File: src/rtl/pipe_reg_chain.sv
// Elastic pipeline-register chain: each stage holds valid, instruction and payload,
// with global stall, per-stage flush and taps. PIPE_REG_CHAIN_PERF_EN adds perf counters.
module pipe_reg_chain #(
  parameter int          DEPTH    = 2,
  parameter int          WIDTH    = 96,
  parameter logic [31:0] NOP_INST = 32'h0000_0013
) (
  input  logic                clk,
  input  logic                reset,
  input  logic                stall,
  input  logic [DEPTH-1:0]    flush,
  input  logic                in_valid,
  output logic                in_ready,
  input  logic [31:0]         in_inst,
  input  logic [WIDTH-1:0]    in_data,
  output logic                out_valid,
  input  logic                out_ready,
  output logic [31:0]         out_inst,
  output logic [WIDTH-1:0]    out_data,
  output logic [DEPTH-1:0]    tap_valid,
  output logic [32*DEPTH-1:0] tap_inst,
  output logic [3:0]          occupancy
`ifdef PIPE_REG_CHAIN_PERF_EN
  ,
  output logic [31:0]         perf_bubbles,
  output logic [31:0]         perf_flushes
`endif
);

  logic [DEPTH-1:0] v_cur;
  logic [DEPTH-1:0] v_next;
  logic [DEPTH-1:0] adv;
  logic [DEPTH-1:0] src_valid;
  logic [31:0]      inst_cur [DEPTH];
  logic [31:0]      src_inst [DEPTH];
  logic [WIDTH-1:0] data_cur [DEPTH];
  logic [WIDTH-1:0] src_data [DEPTH];

  // A stage may advance if anything downstream of it (or the consumer) has room.
  always_comb begin : adv_chain
    logic room;
    room = out_ready;
    for (int i = DEPTH - 1; i >= 0; i--) begin
      room   = room | ~v_cur[i];
      adv[i] = room & ~stall;
    end
  end

  assign in_ready = adv[0];

  genvar gi;
  generate
    for (gi = 0; gi < DEPTH; gi++) begin : g_stage
      logic             v_reg;
      logic             v_nx;
      logic [31:0]      inst_reg;
      logic [31:0]      inst_nx;
      logic [WIDTH-1:0] data_reg;
      logic [WIDTH-1:0] data_nx;

      if (gi == 0) begin : g_src_in
        assign src_valid[gi] = in_valid;
        assign src_inst[gi]  = in_inst;
        assign src_data[gi]  = in_data;
      end else begin : g_src_prev
        // An entry being flushed out of the previous stage is killed, not forwarded.
        assign src_valid[gi] = v_cur[gi-1] & ~flush[gi-1];
        assign src_inst[gi]  = inst_cur[gi-1];
        assign src_data[gi]  = data_cur[gi-1];
      end

      always_comb begin
        v_nx    = v_reg;
        inst_nx = inst_reg;
        data_nx = data_reg;
        if (flush[gi] || (adv[gi] && !src_valid[gi])) begin
          v_nx    = 1'b0;
          inst_nx = NOP_INST;
          data_nx = '0;
        end else if (adv[gi]) begin
          v_nx    = 1'b1;
          inst_nx = src_inst[gi];
          data_nx = src_data[gi];
        end
      end

      always_ff @(posedge clk or negedge reset) begin
        if (!reset) begin
          v_reg    <= 1'b0;
          inst_reg <= NOP_INST;
          data_reg <= '0;
        end else begin
          v_reg    <= v_nx;
          inst_reg <= inst_nx;
          data_reg <= data_nx;
        end
      end

      assign v_cur[gi]              = v_reg;
      assign v_next[gi]             = v_nx;
      assign inst_cur[gi]           = inst_reg;
      assign data_cur[gi]           = data_reg;
      assign tap_inst[32*gi +: 32]  = inst_reg;
    end
  endgenerate

  assign tap_valid = v_cur;
  assign out_valid = v_cur[DEPTH-1];
  assign out_inst  = inst_cur[DEPTH-1];
  assign out_data  = data_cur[DEPTH-1];

  always_ff @(posedge clk or negedge reset) begin
    if (!reset) occupancy <= 4'd0;
    else        occupancy <= 4'($countones(v_next));
  end

`ifdef PIPE_REG_CHAIN_PERF_EN
  always_ff @(posedge clk or negedge reset) begin
    if (!reset) begin
      perf_bubbles <= 32'd0;
      perf_flushes <= 32'd0;
    end else begin
      if (!stall && !out_valid) perf_bubbles <= perf_bubbles + 32'd1;
      perf_flushes <= perf_flushes + 32'($countones(flush & v_cur));
    end
  end
`endif

endmodule

File: config.mk
export PLATFORM = sky130hd
export DESIGN_NAME = pipe_reg_chain
export DESIGN_NICKNAME = d
export VERILOG_FILES = /design/src/rtl/pipe_reg_chain.sv
export SDC_FILE = /design/constraint.sdc
export NUM_CORES = 1
export LEC_CHECK = 0
export ABC_AREA = 0
export CAP_MARGIN = 10
export CORE_MARGIN = 2
export CORE_UTILIZATION = 45
export CTS_CLUSTER_SIZE = 40
export DETAILED_ROUTE_END_ITERATION = 8
export PLACE_DENSITY = 0.77
export SKIP_LAST_GASP = 1
export SYNTH_ARGS = -nofsm -noshare
export SYNTH_HDL_FRONTEND = slang
export SYNTH_SLANG_ARGS = --single-unit
File: constraint.sdc
create_clock -name clk -period 1.85 [get_ports clk]
set_clock_uncertainty 0.15 [all_clocks]
set_input_delay 0.555 -clock clk [delete_from_list [all_inputs] [get_ports clk]]
set_output_delay 0.555 -clock clk [all_outputs]
set_load 0.03 [all_outputs]
## Yosys cells after proc, flatten, opt, wreduce, memory -nomap -nowiden

Index checks and enable logic that the tools add are counted.

| operators by class | value |
|---|---|
| add/sub/neg operators | 1 |
| muxes and demuxes | 12 |
| bitwise operators | 9 |
| reductions and logical operators | 8 |

Operators by type and width:

| operator | number |
|---|---|
| 2-to-1 mux 96 bit | 4 |
| 2-to-1 mux 32 bit | 4 |
| 2-to-1 mux 1 bit | 4 |
| inverter 1 bit | 4 |
| nonzero test 2 bit | 2 |
| bitwise AND 1 bit | 3 |
| adder 1 x 1 -> 2 bit | 1 |
| logical AND 1 bit | 2 |
| zero test 1 bit | 2 |
| logical OR 1 bit | 2 |
| bitwise OR 1 bit | 2 |

| storage, ports and cells | value |
|---|---|
| register bits after elaboration | 260 |
| input bits | 135 |

## Depth between registers and ports, before layout

| depth | value |
|---|---|
| depth after elaboration | 8 |
| mapped depth | 6 |
| gate-level depth less buffers | 4 |

## Worst setup path before layout

OpenSTA, ideal clock, no wires.

| timing path | value |
|---|---|
| kind | register -> register |
| from | register g_stage[1].v_reg (netlist: out_valid) |
| to | register occupancy[0] |
| arrival | 1916 ps |
| required time | 1574 ps |
| setup slack | -342 ps |
| cell stages (with the launch flop) | 5 |
| path buffers | 0 |
| cells stage by stage | dfrtp_1 > nor2b_1 > a21oi_1 > a221oi_1 > ha_1 |

| between the ends | value |
|---|---|
| word-level cells in the longest chain between the ends | 8 |
| elaborated cells between the ends (all ways) | 14 |

RTL lines:

| element | RTL line | RTL |
|---|---|---|
| start, declared | 54 | `logic v_reg;` |
| start signal, assigned | 93 | `v_reg <= v_nx;` |
| inverter 1 bit * | 44 | `room = room \| ~v_cur[i];` |
| bitwise OR 1 bit * (2 in series) | 44 |  |
| bitwise AND 1 bit * | 45 | `adv[i] = room & ~stall;` |
| via in_ready | 13 | `output logic in_ready,` |
| logical AND 1 bit | 76 | `if (flush[gi] \|\| (adv[gi] && !src_valid[gi])) begin` |
| logical OR 1 bit | 76 |  |
| 2-to-1 mux 1 bit * | 76 |  |
| via g_stage[0].v_nx | 55 | `logic v_nx;` |
| adder 1 x 1 -> 2 bit (implied by the code) * | 114 | `else occupancy <= 4'($countones(v_next));` |
| end signal, assigned | 114 |  |
| end, declared | 22 | `output logic [3:0] occupancy` |

Mark *: on every way through the listed nets, which the timed path passes. The rest lies on a longest branch.
A chain may end at the register's enable or synchronous reset.

## Worst setup path in the final report

| timing path | value |
|---|---|
| from | register g_stage[1].v_reg (netlist: out_valid) |
| to | output tap_valid[1] |

RTL lines:

| element | RTL line | RTL |
|---|---|---|
| end, declared | 20 | `output logic [DEPTH-1:0] tap_valid,` |

No word-level cell between the ends.

==> impl_metrics.tcl <==
set metrics [dict create \
    status "finished, violations left" \
    violations "negative setup slack" \
    ant_nets 0 \
    routed_via_density 5.628 \
    io_pins 335 \
    vias 7266 \
    maxSlewViolCount 0 \
    drt-wirelength-per-cell_um 23.07 \
    ys_ff_latch 260 \
    initial_core_util 0.4617 \
    p_leak_nw 7.261 \
    dp_hpwl_um 18210 \
    routed_wl_um 29790 \
    clk_latency_ps 530 \
    synth-async-reset-ratio 1.000 \
    layout.nets 1139 \
    reg2reg_depth 10 \
    cts_buffer_depth 3 \
    clock_sinks 260 \
    n_antenna_cell 0 \
    fin_area_um2 14380 \
    min_path_cells 3 \
    antenna_found_initial 0 \
    drtPass1Iterations 4 \
    rsz0062_at_grt "yes" \
    yosysWarnings 0 \
    synth_top_area_cell "dfrtp_1" \
    drive_above_1_share 0.3546 \
    whs_endpoint "g_stage[0].v_reg$_DFF_PN0_" \
    ys_top_cells_by_count "dfrtp_1 (254), a22o_1 (250), buf_4 (37), buf_2 (22), clkbuf_1 (21)" \
    die-area_um2 22140 \
    drtIter0Drc 348 \
    critPathRequiredTime_ps 1140 \
    syn_inst 627 \
    overflow 0 \
    critPathLaunchType "flop" \
    setup_ws_ps -261.7 \
    ys_types 26 \
    die_w_um 148.8 \
    syn_area_per_cell_um2 15.04 \
    end_kind "output port" \
    critPathBufInv 4 \
    synth-edff-count 0 \
    grt_usage 0.2407 \
    r2r-end "g_stage[0].data_reg[48]$_DFFE_PN0P_" \
    fin_crit_ps 2112 \
    finalCritPeriodShare 1.141 \
    hp-start "flush[0]" \
    crit_family "buffers and inverters" \
    finalHoldViolCount 0 \
    cpMostUsedCell "buf_6" \
    worst_path_max_delay_cell "dfrtp_1" \
    fillers 1389 \
    yosysSeqAreaShare 0.6905 \
    tritoncts "done" \
    synth_area_leaders "dfrtp_1 (67%), a22o_1 (23%), buf_4 (2.9%), dfstp_2 (1.7%), buf_2 (1.2%)" \
    synth.cell_area_um2 9433 \
    ir_drop_mv 0.7306 \
    rrSetupSlack_ps -150 \
    yosysTopAreaCellShare 0.6738 \
    cts_buffers 28 \
    drc 0 \
    num_rows 52 \
    cts.clk_slew.worst_paths_ps 60 \
    cpPeakStageDelay_ps 390 \
    cts_max_level 1 \
    reg2reg_from "out_valid$_DFF_PN0_" \
    worstPathArrival_ps 1410 \
    setup_viol 175 \
    place_area_um2 13410 \
    hold_path.class "in -> reg" \
    utilization 0.7038 \
    gp_congestion 0.8363 \
    grt_pass1_wl_um 41830 \
    area_growth_pct 52.43 \
    drv_cap 0 \
    clockRootBuffer "clkbuf_16" \
    placement.io_buffers 332 \
    crit_fanout 3 \
    coreArea_um2 20430 \
    fmax_ghz 0.4736 \
    grt_pass1_vias 7233 \
    crit_type "reg -> out" \
    ys_dominant_reg_cell "dfrtp_1" \
    dieHeight_um 148.8 \
    powerDensity_nw_per_um2 882.4 \
    grt_max_degree 57 \
    post-synth-top-count-cell "dfrtp_1" \
    path_cells "buf_4, buf_6, buf_6, buf_12" \
]
[worst reg2reg max path, delay by kind of cell (launching register included)]
family | cells | cell delay (ps)
AOI/OAI and AO/OA | 2 | 260
and+or+nand+nor | 1 | 120
DFF | 1 | 390
buffers and inverters | 7 | 970
[cells by family after synthesis]
logic type | synth area share
buffers and inverters | 0.05903
other | 0.0003975
and+or+nand+nor | 0.005705
AOI/OAI and AO/OA | 0.2430
DFF | 0.6905
adders and majority gates | 0.001326
[layer usage]
metal | GRT usage | vias to the layer above | wire length, µm
li1 | - | 3141 | -
met1 | 0.3190 | 3706 | 11800
met2 | 0.4021 | 356 | 14600
met3 | 0.05443 | 63 | 2476
met4 | 0.06905 | 0 | 907
met5 | 0 | - | 0
[final cells by class]
cell class,count,area (µm²),share of cell area
inverter,4,15.01,0.001044
timing repair buffer,434,4131,0.2873
clock inverter,6,105.1,0.007309
sequential,260,6521,0.4535
tap,270,337.8,0.02349
multi-input combinational,275,2434,0.1692
clock buffer,42,834.6,0.05804
[what timing repair did]
| item | 4_1_cts | 5_1_grt |
|---|---|---|
| hold buffers | 1 | 0 |
| gates cloned | 0 | 13 |
| endpoints found under the setup margin | 231 | 242 |
| pin swaps | 1 | 12 |
| buffers inserted | 11 | 25 |
| resized for setup | 843 | 77 |
| endpoints found under the hold margin | 34 | 0 |
[cells in the final DEF, fill, tap and decap left out, drive strengths merged]
cell,count
buf,281
dfrtp,254
a22o,250
clkdlybuf4s50,130
clkbuf,61
dfstp,6
inv,4
o22a,3
o32a,3
clkinv,3
bufinv,3
a21oi,3
and3,2
conb,2
dlygate4sd2,2
nor2b,1
a221oi,1
or3b,1
o21ai,1
nand3b,1
nor2,1
o21ba,1
nor3,1
o21bai,1
or3,1
nand3,1
ha,1
dlygate4sd3,1
dlymetal6s2s,1
[power breakdown]
group / switching (mW) / total [mW] / internal [mW]
clock: 2.14 / 5.64 / 3.50
combinational: 0.558 / 1.15 / 0.591
sequential: 0.0841 / 5.90 / 5.81
total: 2.78 / 12.7 / 9.90
[per-stage QoR]
step	instances	setup WS, ps	power, mW	hold slack (ps)	setup TNS (ps)
final	1291	-261.7	12.69	305.3	-10790
after global routing	1291	-309.3	13.10	319.0	-25800
after CTS	1253	-267.4	12.65	335.6	-2524
after detailed placement	1193	-571.2	7.034	327.1	-126250
after global placement	1193	-539.7	7.015	320.6	-123220
after floorplan	628	-10.31	6.337	109.4	-10.31
[worst max-delay path by stage]
stage,to,slack (ps),start,cells past startpoint
2_1_floorplan,occupancy[0]$_DFF_PN0_,-10,out_valid$_DFF_PN0_,4
3_3_place_gp,out_inst[0]$_DFFE_PN1P_,-540,flush[0],5
3_5_place_dp,out_data[45]$_DFFE_PN0P_,-570,flush[0],6
4_1_cts,in_ready,-270,g_stage[0].v_reg$_DFF_PN0_,3
5_1_grt,in_ready,-310,out_valid$_DFF_PN0_,3
6_report,tap_valid[1],-260,out_valid$_DFF_PN0_,4
No activity file was read; power rests on OpenSTA's default activity.
